**src/rtl/vga_timing_pkg.sv**
```systemverilog
// vga_timing_pkg: raster mode constants, axis phase type and address width
package vga_timing_pkg;
  localparam int ADDR_W = 12;
  typedef enum logic [1:0] {PH_SYNC, PH_BACK, PH_ACTIVE, PH_FRONT} phase_t;
  localparam int M800_H_SYNC = 128;
  localparam int M800_H_BACK = 88;
  localparam int M800_H_ACTIVE = 800;
  localparam int M800_H_FRONT = 40;
  localparam int M800_V_SYNC = 4;
  localparam int M800_V_BACK = 23;
  localparam int M800_V_ACTIVE = 600;
  localparam int M800_V_FRONT = 1;
  localparam bit M800_H_POL = 1'b1;
  localparam bit M800_V_POL = 1'b1;
  localparam int M640_H_SYNC = 96;
  localparam int M640_H_BACK = 48;
  localparam int M640_H_ACTIVE = 640;
  localparam int M640_H_FRONT = 16;
  localparam int M640_V_SYNC = 2;
  localparam int M640_V_BACK = 33;
  localparam int M640_V_ACTIVE = 480;
  localparam int M640_V_FRONT = 10;
  localparam bit M640_H_POL = 1'b0;
  localparam bit M640_V_POL = 1'b0;
endpackage

```
**src/rtl/vga_timing_axis.sv**
```systemverilog
// vga_timing_axis: one raster axis counter with its SYNC/BACK/ACTIVE/FRONT phase FSM
module vga_timing_axis
  import vga_timing_pkg::*;
#(
  parameter int SYNC = M800_H_SYNC,
  parameter int BACK = M800_H_BACK,
  parameter int ACTIVE = M800_H_ACTIVE,
  parameter int FRONT = M800_H_FRONT
) (
  input  logic              clk,
  input  logic              rst,
  input  logic              en,
  output logic [ADDR_W-1:0] cnt,
  output phase_t            phase,
  output logic              wrap
);
  localparam int TOTAL = SYNC + BACK + ACTIVE + FRONT;
  localparam logic [ADDR_W-1:0] LAST = ADDR_W'(TOTAL - 1);
  localparam logic [ADDR_W-1:0] END_SYNC = ADDR_W'(SYNC - 1);
  localparam logic [ADDR_W-1:0] END_BACK = ADDR_W'(SYNC + BACK - 1);
  localparam logic [ADDR_W-1:0] END_ACT = ADDR_W'(SYNC + BACK + ACTIVE - 1);
  if (TOTAL > 4096) begin : g_total_chk
    $error("vga_timing_axis: total %0d exceeds 4096", TOTAL);
  end
  phase_t phase_nxt;
  assign wrap = cnt == LAST;
  // phase transitions track the counter edges, so the FSM never drifts from cnt
  always_comb
    phase_nxt = !en               ? phase     :
                wrap              ? PH_SYNC   :
                cnt == END_SYNC   ? PH_BACK   :
                cnt == END_BACK   ? PH_ACTIVE :
                cnt == END_ACT    ? PH_FRONT  : phase;
  always_ff @(posedge clk) begin
    if (rst) begin
      cnt <= '0;
      phase <= PH_SYNC;
    end else begin
      phase <= phase_nxt;
      if (en) cnt <= wrap ? '0 : cnt + 1'b1;
    end
  end
endmodule

```
**src/rtl/vga_sync_gen.sv**
```systemverilog
// vga_sync_gen: raster timing generator driving sync pins and pixel address/ready/frame outputs
module vga_sync_gen
  import vga_timing_pkg::*;
#(
  parameter int H_SYNC = M800_H_SYNC,
  parameter int H_BACK = M800_H_BACK,
  parameter int H_ACTIVE = M800_H_ACTIVE,
  parameter int H_FRONT = M800_H_FRONT,
  parameter int V_SYNC = M800_V_SYNC,
  parameter int V_BACK = M800_V_BACK,
  parameter int V_ACTIVE = M800_V_ACTIVE,
  parameter int V_FRONT = M800_V_FRONT,
  parameter bit H_POL = M800_H_POL,
  parameter bit V_POL = M800_V_POL
) (
  input  logic              vga_clk,
  input  logic              rst,
  input  logic              en,
  output logic              HSYNC_Sig,
  output logic              VSYNC_Sig,
  output logic              Ready_Sig,
  output logic [ADDR_W-1:0] Column_Addr_Sig,
  output logic [ADDR_W-1:0] Row_Addr_Sig,
  output logic              Frame_Sig
);
  localparam logic [ADDR_W-1:0] H_OFS = ADDR_W'(H_SYNC + H_BACK);
  localparam logic [ADDR_W-1:0] V_OFS = ADDR_W'(V_SYNC + V_BACK);
  logic [ADDR_W-1:0] h_cnt, v_cnt;
  phase_t h_ph, v_ph;
  logic h_wrap, v_wrap, vis;
  vga_timing_axis #(.SYNC(H_SYNC), .BACK(H_BACK), .ACTIVE(H_ACTIVE), .FRONT(H_FRONT)) u_h (
    .clk(vga_clk), .rst(rst), .en(en), .cnt(h_cnt), .phase(h_ph), .wrap(h_wrap)
  );
  vga_timing_axis #(.SYNC(V_SYNC), .BACK(V_BACK), .ACTIVE(V_ACTIVE), .FRONT(V_FRONT)) u_v (
    .clk(vga_clk), .rst(rst), .en(en & h_wrap), .cnt(v_cnt), .phase(v_ph), .wrap(v_wrap)
  );
  assign vis = (h_ph == PH_ACTIVE) & (v_ph == PH_ACTIVE);
  // Frame is the only output not held while en is low, so a pulse is never seen twice
  always_ff @(posedge vga_clk) begin
    if (rst) begin
      HSYNC_Sig <= ~H_POL;
      VSYNC_Sig <= ~V_POL;
      Ready_Sig <= 1'b0;
      Column_Addr_Sig <= '0;
      Row_Addr_Sig <= '0;
      Frame_Sig <= 1'b0;
    end else if (en) begin
      HSYNC_Sig <= H_POL ^ (h_ph != PH_SYNC);
      VSYNC_Sig <= V_POL ^ (v_ph != PH_SYNC);
      Ready_Sig <= vis;
      Column_Addr_Sig <= vis ? h_cnt - H_OFS : '0;
      Row_Addr_Sig <= vis ? v_cnt - V_OFS : '0;
      Frame_Sig <= h_wrap & v_wrap;
    end else begin
      Frame_Sig <= 1'b0;
    end
  end
endmodule
```
**config.mk**
```make
export PLATFORM = sky130hd
export DESIGN_NAME = vga_sync_gen
export DESIGN_NICKNAME = d
export VERILOG_FILES = /design/src/rtl/vga_timing_pkg.sv /design/src/rtl/vga_timing_axis.sv /design/src/rtl/vga_sync_gen.sv
export SDC_FILE = /design/constraint.sdc
export NUM_CORES = 1
export LEC_CHECK = 0
export BUFFER_PORTS_ARGS = -buffer_cell sky130_fd_sc_hd__buf_2
export CAP_MARGIN = 25
export CORE_MARGIN = 2
export CORE_UTILIZATION = 65
export CTS_BUF_LIST = sky130_fd_sc_hd__clkbuf_8
export DETAILED_ROUTE_END_ITERATION = 7
export PLACE_DENSITY = 0.87
export SETUP_SLACK_MARGIN = 0.4
export SYNTH_ARGS = -nofsm -noshare
export SYNTH_HDL_FRONTEND = slang
export SYNTH_SLANG_ARGS = --single-unit
```
**constraint.sdc**
```tcl
create_clock -name vga_clk -period 3.2 [get_ports vga_clk]
set_input_delay 0.32 -clock vga_clk [delete_from_list [all_inputs] [get_ports vga_clk]]
set_output_delay 0.32 -clock vga_clk [all_outputs]
set_load 0.01 [all_outputs]
```
==> results of run 1 <==
how the worst max path moves through the flow:
stage	from	to	slack (ns)	depth (start not counted)
final	u_h.cnt[0]	u_v.cnt[11]	0.75	5
after global routing	u_h.cnt[0]	u_v.cnt[11]	0.60	5
after CTS	u_h.cnt[0]	u_v.cnt[11]	0.78	5
after detailed placement	u_h.cnt[0]	u_v.cnt[11]	0.82	5
after global placement	u_h.cnt[0]	u_v.cnt[11]	0.89	5
after floorplan	u_h.cnt[0]	u_v.cnt[11]	1.07	6
area by class of cell:
type,count,area share
Clock inverter,3,0.009567
Tap cell,50,0.02080
Clock buffer,5,0.02288
Multi-Input combinational cell,242,0.5067
Sequential cell,56,0.3727
Inverter,10,0.01248
Timing Repair Buffer,32,0.05491
logic make-up (layout without fill, tap and decap cells):
group | after synthesis | after routing
mux | 3 | 3
compound gates | 81 | 81
fa+ha+maj | 4 | 4
flops | 56 | 56
simple gates | 135 | 135
buf+inv | 44 | 50
xor+xnor | 19 | 19
report_power, final:
group / leakage, uW / internal, uW / total (uW) / switching (uW)
registers: 0.000452 / 701 / 705 / 3.75
clock network: 0.0000511 / 166 / 419 / 253
logic: 0.000661 / 10.3 / 36.9 / 26.6
routing by layer:
metal | vias to the layer above | share of wire | GRT usage
met5 | - | 0 | 0
met4 | 0 | 0.028 | 0.1175
met3 | 19 | 0.051 | 0.04473
met2 | 78 | 0.49 | 0.4836
met1 | 1229 | 0.43 | 0.3456
li1 | 1265 | - | -
sequential cells by signal (all words and copies together), names as in the netlist:
register and cells:
HSYNC_Sig 1, Column_Addr_Sig 12, u_h.cnt 12, u_v.phase 2
Ready_Sig 1, Frame_Sig 1, u_h.phase 2, Row_Addr_Sig 12
u_v.cnt 12, VSYNC_Sig 1
synthesized netlist by cell type (all sizes together), types with 3 or more instances:
cell	instances
a21oi	22
a22oi	10
a31oi	4
and3	4
and4	6
buf	5
clkbuf	29
dfxtp	56
ha	4
inv	9
mux2i	3
nand2	25
nand3	9
nand4	12
nor2	32
nor3	15
nor4	7
o211a	4
o21a	3
o21ai	13
o32ai	6
or3	7
or4	4
xnor2	13
xor2	6
metrics by stage:
stage               utilization  cells  area [sq um]
global route             0.7361    398          3008
finish                   0.7361    398          3008
global placement         0.7122    390          2910
floorplan                     -    342          2820
CTS                      0.7361    398          3008
detailed placement       0.7122    390          2910
==> results, run 1 <==
- The worst hold path depth is 2.
- The final layout contains 354 nets.
- After synthesis, the mean cell area works out to 8.246 sq um.
- Power spread over the standard cell area amounts to 385.7 nW/um^2.
- The run finished with clean final reports.
- Of all nets on the critical path, the largest fanout is 9.
- Walking the worst path, the cells encountered are ha_1 > nand4_1 > or4_1 > or4b_1 > a21oi_1.
- The sequential cells in the finished layout cover a total of 1121 sq um.
- The critical setup path kind is flip-flop to flip-flop.
- Setup repair after global routing left no endpoint under its margin.
- CTS placed an instance of clkbuf_8 at the clock tree root.
- Yosys mapped a number of flops with a built-in enable equal to 0.
- Buffers placed on the I/O ports in this run total 30.
- The area growth from synthesis to layout is 6.655%.
- The worst path in the final design needs a cycle of 2.448 ns, including I/O delays and setup.
- Synthesis handed over a netlist of 342 instances.
- The clock transition at the registers of the reported paths is 0.11 ns.
- The worst-case IR drop observed on VDD is 0.0003552 V.
- For flop-to-flop paths, the worst setup slack is 0.75 ns.
- The logic depth of the worst register-to-register path is 5.
- The critical register-to-register path endpoint is u_v.cnt[11].
- The antenna violation net count after detailed routing is 0.
- 0 antenna diodes ended up in the layout.
- Power comes to 1160 uW.
- For this configuration, the core starts out at a cell density of 0.6901.
- The most instantiated flip-flop cell in the synthesis netlist is dfxtp_1.
- The worst hold slack is 0.4142 ns.
- The die is 69.87 um wide.
- The CTS buffer count is 5.
- The main combinational cell family by area after synthesis is simple AND/OR/NAND/NOR gates.
- The total count of max-transition violations in the final report is 0.
- The Yosys warning count is 0.
- At the pin with the least slew margin, the transition time is 0.8249 ns.
- The portion of netlist area occupied by mux cells is 0.01065.
- The top-area cell type share of the netlist area is 0.3975.
- The placer congestion estimate is 0.9074.
- STA puts the critical path data arrival time at 2.70 ns.
- The max-cap check violation count is 0.
- The aggregate global routing overflow is 0.
- Yosys attributes the largest share of cell area to dfxtp_1, nor2_1, xnor2_1.
- The hold-critical path endpoint is Row_Addr_Sig[7].
- The post-synthesis async set-or-reset flop share is 0.
- The aggregate global-route resource usage is 0.2799.
- The compound-cell area share of the yosys netlist is 0.1970.
- In this run the number of H-tree levels came out at 2.
- The total vias in the final route is 2591.
- The floorplan step set the die height to 69.87 um.
- 31 I/O pins were placed.
- After synthesis the cells add up to 2820 sq um.
- Yosys mapped the design onto 50 distinct sky130hd cell types.
- TritonCTS built the clock tree.
- The share of cells above drive strength 1 is 0.1207.
- The post-route clock period utilization is 0.7651.
- Of the total synthesized cell area, the portion taken by full adders, half adders and majority gates is 0.01775.
- The clock tree buffer depth is 2.
- The total of cells resized after clock tree synthesis is 0.
- The sequential area share after synthesis is 0.3975.
- The via count of the first global-routing pass is 2387.
- Setup violations remaining at the end of the flow were counted as 0.
- The worst hold path begins at en.
- The number of nets in the synthesized netlist is 349.
- The area used by multi-input combinational logic is 1524 sq um.
- The worst setup path is captured at a flip-flop.
- The initialized floorplan defines 23 standard-cell rows.
- The library cell used most frequently in the layout, excluding fill and tap cells, is dfxtp_1.
- The leakage power is 0.001163 uW.
- The number of setup buffers added after CTS is 0.
- Leaving out fill and tap cells, the most frequent cells in the layout are dfxtp_1, nor2_1, buf_2, nand2_1, a21oi_1.
- The worst setup path is launched from a flip-flop.
- The kind of path behind the tightest hold check is input pin to flip-flop.
- Clock latency on the worst-skew pair, taken at its later pin, is 0.32 ns.
- In this run the critical register-to-register path is launched from u_h.cnt[0].
- After layout, the worst setup slack is 0.7517 ns.
- The detailed-router iteration count before antenna repair is 4.
- Detailed placement ended at an HPWL of 4.446 mm.
- The critical path contains buffers and inverters numbering 0 combined.
- The core region area is 4086 sq um.
- The largest net degree at the start of global routing is 44.
- Summed over all failing endpoints, the final setup total negative slack is 0 ns.
- The mean number of vias per cell is 6.510.
- The library cell occupying the most area in the post-synthesis netlist is dfxtp_1.
- The quantity of hold-fixing buffers added after cts is 0.
- For this run, design rule violations remaining after detail routing come to 0.
- The average wire length per cell after detail routing is 16.55 um.
- The number of antenna violations at the first check in global routing came to 0.
- The area fraction in and, or, nand and nor cells after synthesis is 0.2560.
- STA puts the critical path data required time at 3.45 ns.
- The clock sink count is 56.
- On the final layout, the worst clock skew is 0.01212 ns.
- The kind of cell adding the most delay to the critical path is simple AND/OR/NAND/NOR gates.
- The overall die area is 4882 sq um.
- The peak per-stage delay on the critical path is 0.72 ns.
- The maximum achievable frequency is 408.5 MHz.
- The slowest stage of the critical path belongs to the cell or4_1.
- The xor/xnor share of the synthesized area is 0.05901.
- The first-pass GRT wire length is 11.10 mm.
- Measured against its own limit, the worst slew margin works out to 0.4501.
- The total of flip-flops plus latches after synthesis is 56.
- The count of endpoints failing hold in the final timing report is 0.
- Fill cells in the final layout number 332.
- For this block, the initial DRC count from the detailed router was 190.
- Wires add up to 6.587 mm.
- OpenSTA, run right after detailed placement, puts the worst setup slack at 0.8193 ns.
Note: power is estimated with default switching activity, not from simulation.
==> inputs of run 2 (changes only) <==
--- a/config.mk
+++ b/config.mk
@@ -8,10 +8,10 @@
 export BUFFER_PORTS_ARGS = -buffer_cell sky130_fd_sc_hd__buf_2
 export CAP_MARGIN = 25
 export CORE_MARGIN = 2
-export CORE_UTILIZATION = 65
+export CORE_UTILIZATION = 55
 export CTS_BUF_LIST = sky130_fd_sc_hd__clkbuf_8
 export DETAILED_ROUTE_END_ITERATION = 7
-export PLACE_DENSITY = 0.87
+export PLACE_DENSITY = 0.79
 export SETUP_SLACK_MARGIN = 0.4
 export SYNTH_ARGS = -nofsm -noshare
 export SYNTH_HDL_FRONTEND = slang
==> constraint.sdc (replaced) <==
create_clock -name vga_clk -period 2.2 [get_ports vga_clk]
set_input_delay 0.22 -clock vga_clk [delete_from_list [all_inputs] [get_ports vga_clk]]
set_output_delay 0.22 -clock vga_clk [all_outputs]
set_load 0.01 [all_outputs]
==> run 2 against run 1 <==
  * Via count is 5.3% higher
  * Highest routed layer unchanged
  * Combinational power up 71%
  * Final area is 12% higher
  * Critical path depth is 1 lower
  * Clock skew up 0.0075 ns
  * Non-clock buffer count grew 29
  * Worst setup slack got worse by 0.52 ns
  * Sequential power grew 46%
  * Critical path type unchanged
  * Fmax is 24% higher
==> results, run 2 (synthesis results as in run 1) <==
- The total vias in the final route is 2729 (+5.3%).
- The quantity of hold-fixing buffers added after cts is 0 (unchanged).
- The met1 demand-to-capacity share in global routing is 0.3596 (+0.01401).
- The global routing met3 resource utilization was 0.04101 (-0.003728).
- The number of filler cells placed in the layout is 409 (+23%).
- The kind of path behind the tightest hold check is input pin to flip-flop.
- The number of nets in the finished design is 383 (+8.2%).
- The worst voltage drop across the vdd grid is 0.0004520 V (+27%).
- The worst hold path terminates at u_v.cnt[4].
- The endpoint type of the worst setup path is a flip-flop.
- The aggregate global-route resource usage is 0.2595 (-0.02043).
- The DRC violations left is 0 (unchanged).
- The average wire length per cell after detail routing is 16.42 um (-0.77%).
- The maximum fanout encountered on the critical timing path is 5 (-4).
- The number of antenna violations at the first check in global routing is 0 (unchanged).
- The detailed-router iteration count before antenna repair is 5 (+1).
- The DRC marker count from the first detailed-route iteration is 178 (-6.3%).
- The placer congestion estimate is 0.9085 (+0.12%).
- Traced cell by cell, the critical path runs through or3_4 > or4_4 > or4b_1 > a21oi_1.
- The core region area is 5042 sq um (+23%).
- The reg-to-reg startpoint is u_h.cnt[5].
- The worst endpoint data arrival time is 2.22 ns (-0.48 ns).
- The antenna diode instance count was 0 (unchanged).
- The antenna violation net count after detailed routing came to 0 (unchanged).
- The count of endpoints failing hold in the final timing report is 0 (unchanged).
- The final setup violation count is 0 (unchanged).
- The buffer and inverter count on the worst path is 0 (unchanged).
- The slowest library cell on the worst path is or4_4.
- The CTS tree is built.
- The area added between synthesis and finish is 19.61%.
- The endpoint identified for the worst register-to-register timing path is u_v.cnt[11].
- The buffer type at the clock tree root is clkbuf_8.
- The worst-case register-to-register setup slack was 0.23 ns (-0.52 ns).
- The post-route clock period utilization is 0.8941 (+0.1290).
- The worst setup path startpoint is u_h.cnt[5].
- The clock tree buffer depth is 2 (unchanged).
- The maximum clock skew at final layout is 0.01959 ns (+0.007467 ns).
- The peak per-stage delay on the critical path is 0.52 ns (-0.20 ns).
- The total count of max-transition violations in the final report is 0 (unchanged).
- The insertion delay to the later sink of the worst-skew pair is 0.33 ns (about the same).
- The share of cells above drive strength 1 is 0.2440 (+0.1233).
- The clock transition at the registers of the reported paths was 0.12 ns (about the same).
- The placed wire-length estimate after detailed placement is 4.885 mm (+9.9%).
- The number of buffer cells added on primary ports is 30 (unchanged).
- The ratio of total power to cell area is 504.7 nW/um^2 (+31%).
- The kind of launch point of the worst setup path is a flip-flop.
- The worst setup margin is 0.2330 ns (-0.5187 ns).
- The aggregate global routing overflow was 0 (unchanged).
- The first-pass GRT wire length was 11.21 mm (+0.99%).
- The worst-case setup slack after placement is 0.2032 ns (-0.6161 ns).
- The initial standard-cell utilization of the core is 0.5593 (-0.1308).
- The final period demand of the worst path is 1.967 ns (-0.4813 ns).
- The overall routed net length is 7.341 mm (+11%).
- The worst-case headroom to the max-slew limit is 0.6134 (+0.1633).
- The maximum achievable frequency is 508.4 MHz (+24%).
- The largest net degree at the start of global routing was 31 (-30%).
- The slew at the pin closest to its max-slew limit was 0.5800 ns (-0.2449 ns).
- The total number of placement rows is 26 (+13%).
- The clock sink count is 56 (unchanged).
- The overall die area came to 5716 sq um (+17%).
- The x dimension of the die was 75.61 um (+8.2%).
- Leaving out fill and tap cells, the most frequent cell in the layout is dfxtp_1.
- Grouping stages by cell kind, the critical path spends the most delay in simple AND/OR/NAND/NOR gates.
- The required time at the worst-slack endpoint is 2.45 ns (-1.00 ns).
- The die outline height is 75.61 um (+8.2%).
- The logic depth of the worst register-to-register path was 4 (-1).
- The total I/O pin count is 31 (unchanged).
- The via count of the first global-routing pass is 2301 (-3.6%).
- The CTS buffer count is 5 (unchanged).
- The number of levels the H-tree was split into is 2 (unchanged).
- The mean number of vias per cell was 6.105 (-6.2%).
- The max-cap check violation count was 0 (unchanged).
- The leakage power is 0.001319 uW (+13%).
- The sum of negative setup slack is 0 ns (unchanged).
- The startpoint identified for the worst hold timing path is rst.
- The flow ran to the end, and the final reports show no timing, DRC or antenna violations.
- The worst hold path depth came to 2 (unchanged).
- Leaving out fill and tap cells, the most frequent cells in the layout are dfxtp_1, nor2_1, buf_2, buf_4, nand2_1.
- The critical path is of the flip-flop to flip-flop type.
- The power consumption is 1702 uW (+47%).
- The met2 demand-to-capacity share in global routing is 0.4203 (-0.06331).
- Setup repair after global routing could not meet its margin everywhere.
- The final standard cell utilization of the core is 0.6690 (-0.06709).
- The layer with the highest usage is met2.
## run 2: cell types whose count changed in the layout (fill, tap and decap cells not counted), sizes merged
cell	previous run	this run
inv	12	11
clkinvlp	0	1
buf	32	61
## run 2: worst max path at each step
| stage | to | slack (ns) | cells past startpoint |
|---|---|---|---|
| 3_5_place_dp | u_v.cnt[11] | 0.20 | 4 |
| 4_1_cts | u_v.cnt[11] | 0.31 | 4 |
| 2_1_floorplan | u_v.cnt[11] | 0.18 | 6 |
| 5_1_grt | u_v.cnt[11] | 0.16 | 4 |
| 3_3_place_gp | u_v.cnt[11] | 0.24 | 4 |
| 6_report | u_v.cnt[11] | 0.23 | 4 |
## run 2: metal layers
metal	up-vias	share of wire
li1	1319	-
met5	-	0
met1	1289	0.45
met3	14	0.061
met2	107	0.47
met4	0	0.018
## run 2: worst reg2reg max path, delay by kind of cell (launching register included)
family / cells / cell delay (ns)
AOI/OAI and AO/OA: 1 / 0.14
DFF: 1 / 0.35
and+or+nand+nor: 3 / 1.41
## run 2: stage by stage
step | hold WS [ns] | cell area (sq um) | instances
after floorplan | 0.4478 | 2856 | 342
after global placement | 0.4478 | 3129 | 433
after detailed placement | 0.4543 | 3129 | 433
after CTS | 0.2637 | 3316 | 446
after global routing | 0.2840 | 3373 | 447
final | 0.2609 | 3373 | 447
## run 2: repair_timing
action	in CTS	in global routing
gates resized for setup	12	12
buffers inserted	5	1
endpoints found under the hold margin	0	0
endpoints found under the setup margin	22	22
pin swaps	3	4
## run 2: cell type report
| type | count | area, sq um | area share |
|---|---|---|---|
| Clock buffer | 5 | 68.82 | 0.02040 |
| Timing Repair Buffer | 61 | 395.4 | 0.1172 |
| Tap cell | 70 | 87.58 | 0.02596 |
| Clock inverter | 3 | 25.02 | 0.007418 |
| Sequential cell | 56 | 1132 | 0.3357 |
| Multi-Input combinational cell | 242 | 1627 | 0.4822 |
| Inverter | 10 | 37.54 | 0.01113 |
## run 2: power breakdown
group          internal [uW]  switching, uW
registers               1020           7.31
clock network            233            379
logic                   20.7           42.3
==> inputs of run 3 (changes only) <==
--- a/config.mk
+++ b/config.mk
@@ -7,6 +7,7 @@
 export LEC_CHECK = 0
 export BUFFER_PORTS_ARGS = -buffer_cell sky130_fd_sc_hd__buf_2
 export CAP_MARGIN = 25
+export CORE_ASPECT_RATIO = 0.75
 export CORE_MARGIN = 2
 export CORE_UTILIZATION = 55
 export CTS_BUF_LIST = sky130_fd_sc_hd__clkbuf_8
==> constraint.sdc (replaced) <==
create_clock -name vga_clk -period 2.2 [get_ports vga_clk]
set_input_delay 0.44 -clock vga_clk [delete_from_list [all_inputs] [get_ports vga_clk]]
set_output_delay 0.44 -clock vga_clk [all_outputs]
set_load 0.01 [all_outputs]
==> run 3 against run 2 <==
  * Highest routed layer unchanged
  * Clock-buffer cell count stayed put
  * Largest power group unchanged
  * Clock skew shrank 0.010 ns
  * Core utilization rose by 1.4 points
  * Sequential share of layout area up 0.087 points
  * Worst setup slack better by 0.050 ns
==> results, run 3 (synthesis results as in run 1) <==
- The placed standard-cell area is 3117 sq um (-0.40%).
- The share of cells above drive strength 1 is 0.2361 (-0.007958).
- The global routing met3 resource utilization came to 0.06866 (+0.02766).
- The flow ran to the end, and the final reports show no timing, DRC or antenna violations.
- The worst hold slack came to 0.4679 ns (+0.2070 ns).
- The placer congestion estimate came to 0.9532 (+4.9%).
- The die outline height was 66.02 um (-13%).
- The area added between synthesis and finish is 19.30%.
- The met1 demand-to-capacity share in global routing is 0.4065 (+0.04692).
- The required time at the worst-slack endpoint is 2.45 ns (about the same).
- The tree is rooted in a clkbuf_8.
- The insertion delay to the later sink of the worst-skew pair was 0.31 ns (-0.02 ns).
- The worst-case register-to-register setup slack is 0.28 ns (+0.05 ns).
- The via count of the first global-routing pass is 2414 (+4.9%).
- The worst-case headroom to the max-slew limit is 0.6248 (+0.01145).
- The kind of launch point of the worst setup path is a flip-flop.
- The logic depth of the worst register-to-register path is 4 (unchanged).
- The clock transition at the registers of the reported paths was 0.09 ns (-0.03 ns).
- The overall routed net length came to 7.331 mm (-0.14%).
- The number of buffer cells added on primary ports is 30 (unchanged).
- The largest net degree at the start of global routing is 26 (-16%).
- The number of levels the H-tree was split into was 2 (unchanged).
- The final standard cell utilization of the core is 0.6828 (+0.01385).
- The post-route clock period utilization is 0.8712 (-0.02290).
- met1 is the most crowded layer.
- The max-cap check violation count is 0 (unchanged).
- The slew at the pin closest to its max-slew limit is 0.5581 ns (-0.02182 ns).
- The clock tree buffer depth is 2 (unchanged).
- The clock sink count is 56 (unchanged).
- The maximum fanout encountered on the critical timing path is 8 (+3).
- The critical setup path kind is flip-flop to flip-flop.
- In this run the worst setup path terminates at u_v.cnt[3].
- The total vias in the final route is 2749 (+0.73%).
- Walking the worst path, the cells encountered are or4_1 > or3_4 > or4_4 > a21oi_2.
- The first-pass GRT wire length came to 12.03 mm (+7.3%).
- The core region area came to 4927 sq um (-2.3%).
- The count of endpoints failing hold in the final timing report is 0 (unchanged).
- The worst voltage drop across the vdd grid is 0.0004522 V (about the same).
- On the critical path, the stage with the largest delay is an instance of or4_1.
- The DRC violations left is 0 (unchanged).
- The worst endpoint data arrival time came to 2.17 ns (-0.05 ns).
- The leakage power is 0.001335 uW (+1.2%).
- The ratio of total power to cell area is 553.5 nW/um^2 (+9.7%).
- The aggregate global routing overflow was 0 (unchanged).
- The CTS tree is built.
- The kind of path behind the tightest hold check is flip-flop to flip-flop.
- The total count of max-transition violations in the final report was 0 (unchanged).
- The mean number of vias per cell is 6.291 (+3.0%).
- The total I/O pin count was 31 (unchanged).
- The library cell used most frequently in the layout, excluding fill and tap cells, is dfxtp_1.
- The maximum achievable frequency came to 521.8 MHz (+2.6%).
- The antenna diode instance count is 0 (unchanged).
- The CTS buffer count was 5 (unchanged).
- STA classifies the critical path endpoint as a flip-flop.
- The peak per-stage delay on the critical path is 0.52 ns (about the same).
- The placed wire-length estimate after detailed placement came to 5.151 mm (+5.5%).
- The number of antenna violations at the first check in global routing is 0 (unchanged).
- The met2 demand-to-capacity share in global routing is 0.3933 (-0.02702).
- Setup repair after global routing could not meet its margin everywhere.
- The maximum clock skew at final layout is 0.009278 ns (-0.01031 ns).
- The overall die area is 5723 sq um (+0.11%).
- The final period demand of the worst path is 1.917 ns (-0.05037 ns).
- The detailed-router iteration count before antenna repair came to 5 (unchanged).
- The initial standard-cell utilization of the core is 0.5724 (+0.01307).
- The number of nets in the finished design is 384 (+0.26%).
- The total number of placement rows was 22 (-15%).
- In this run the critical register-to-register path is captured at u_v.cnt[3].
- The x dimension of the die is 86.69 um (+15%).
- The antenna violation net count after detailed routing is 0 (unchanged).
- The worst register-to-register path begins at u_h.cnt[11].
- The final design instance area without fill is 3364 sq um (-0.26%).
- The average wire length per cell after detail routing is 16.78 um (+2.1%).
- The sum of negative setup slack came to 0 ns (unchanged).
- In the layout the commonest cells are dfxtp_1, nor2_1, buf_4, buf_2, nand2_1.
- The critical path starts at u_h.cnt[11].
- The aggregate global-route resource usage is 0.2718 (+0.01229).
- The final setup violation count came to 0 (unchanged).
- The DRC marker count from the first detailed-route iteration was 281 (+58%).
## run 3: cell types whose count changed in the layout (fill, tap and decap cells not counted), moves of 2 or more
cell       before  now
a21oi_2         4    2
bufinv_16       0    2
inv_6           2    0
buf_4          30   32
nor4_2          0    2
a21oi_1        18   20
## run 3: final cells by class
class / count / area (sq um)
Clock buffer: 5 / 68.82
Inverter: 10 / 37.54
Sequential cell: 56 / 1132
Multi-Input combinational cell: 242 / 1600
Tap cell: 60 / 75.07
Clock inverter: 2 / 60.06
Fill cell: 388 / 1563
Timing Repair Buffer: 62 / 390.4
## run 3: worst min-delay path by stage
stage | start | end | slack, ns | cells after the start
after CTS | Row_Addr_Sig[6] | Row_Addr_Sig[6] | 0.47 | 2
after floorplan | u_v.phase[0] | u_v.phase[0] | 0.45 | 2
after global routing | Column_Addr_Sig[9] | Column_Addr_Sig[9] | 0.50 | 2
after global placement | Column_Addr_Sig[11] | Column_Addr_Sig[11] | 0.45 | 2
after detailed placement | Row_Addr_Sig[6] | Row_Addr_Sig[6] | 0.45 | 2
final | Column_Addr_Sig[11] | Column_Addr_Sig[11] | 0.47 | 2
## run 3: metrics by stage
step	total power, uW	instances	setup slack (ns)
5_1_grt	1908	437	0.2226
2_1_floorplan	1092	342	0.1752
3_3_place_gp	1109	423	0.2736
3_5_place_dp	1110	423	0.2279
6_report	1862	437	0.2834
4_1_cts	1865	432	0.2942
## run 3: where the power goes
group	internal (uW)	switching, uW
combinational	22.6	42.7
clock	448	324
sequential	1020	6.15
total	1490	372
## run 3: worst max-delay path: cells and delay by family (launching register included)
kind | cells | cell delay (ns)
flops | 1 | 0.32
simple gates | 3 | 1.40
compound gates | 1 | 0.13
## run 3: metal layers
| metal | vias to the layer above | wire length, um |
|---|---|---|
| li1 | 1325 | - |
| met1 | 1298 | 3471 |
| met2 | 122 | 3129 |
| met3 | 4 | 680 |
| met4 | 0 | 49 |
| met5 | - | 0 |
## run 3: repair_timing
item / 4_1_cts / 5_1_grt
endpoints found under the setup margin: 22 / 16
pin swaps: 2 / 5
buffers inserted: 2 / 5
resized for setup: 9 / 9
hold buffers: 0 / 0
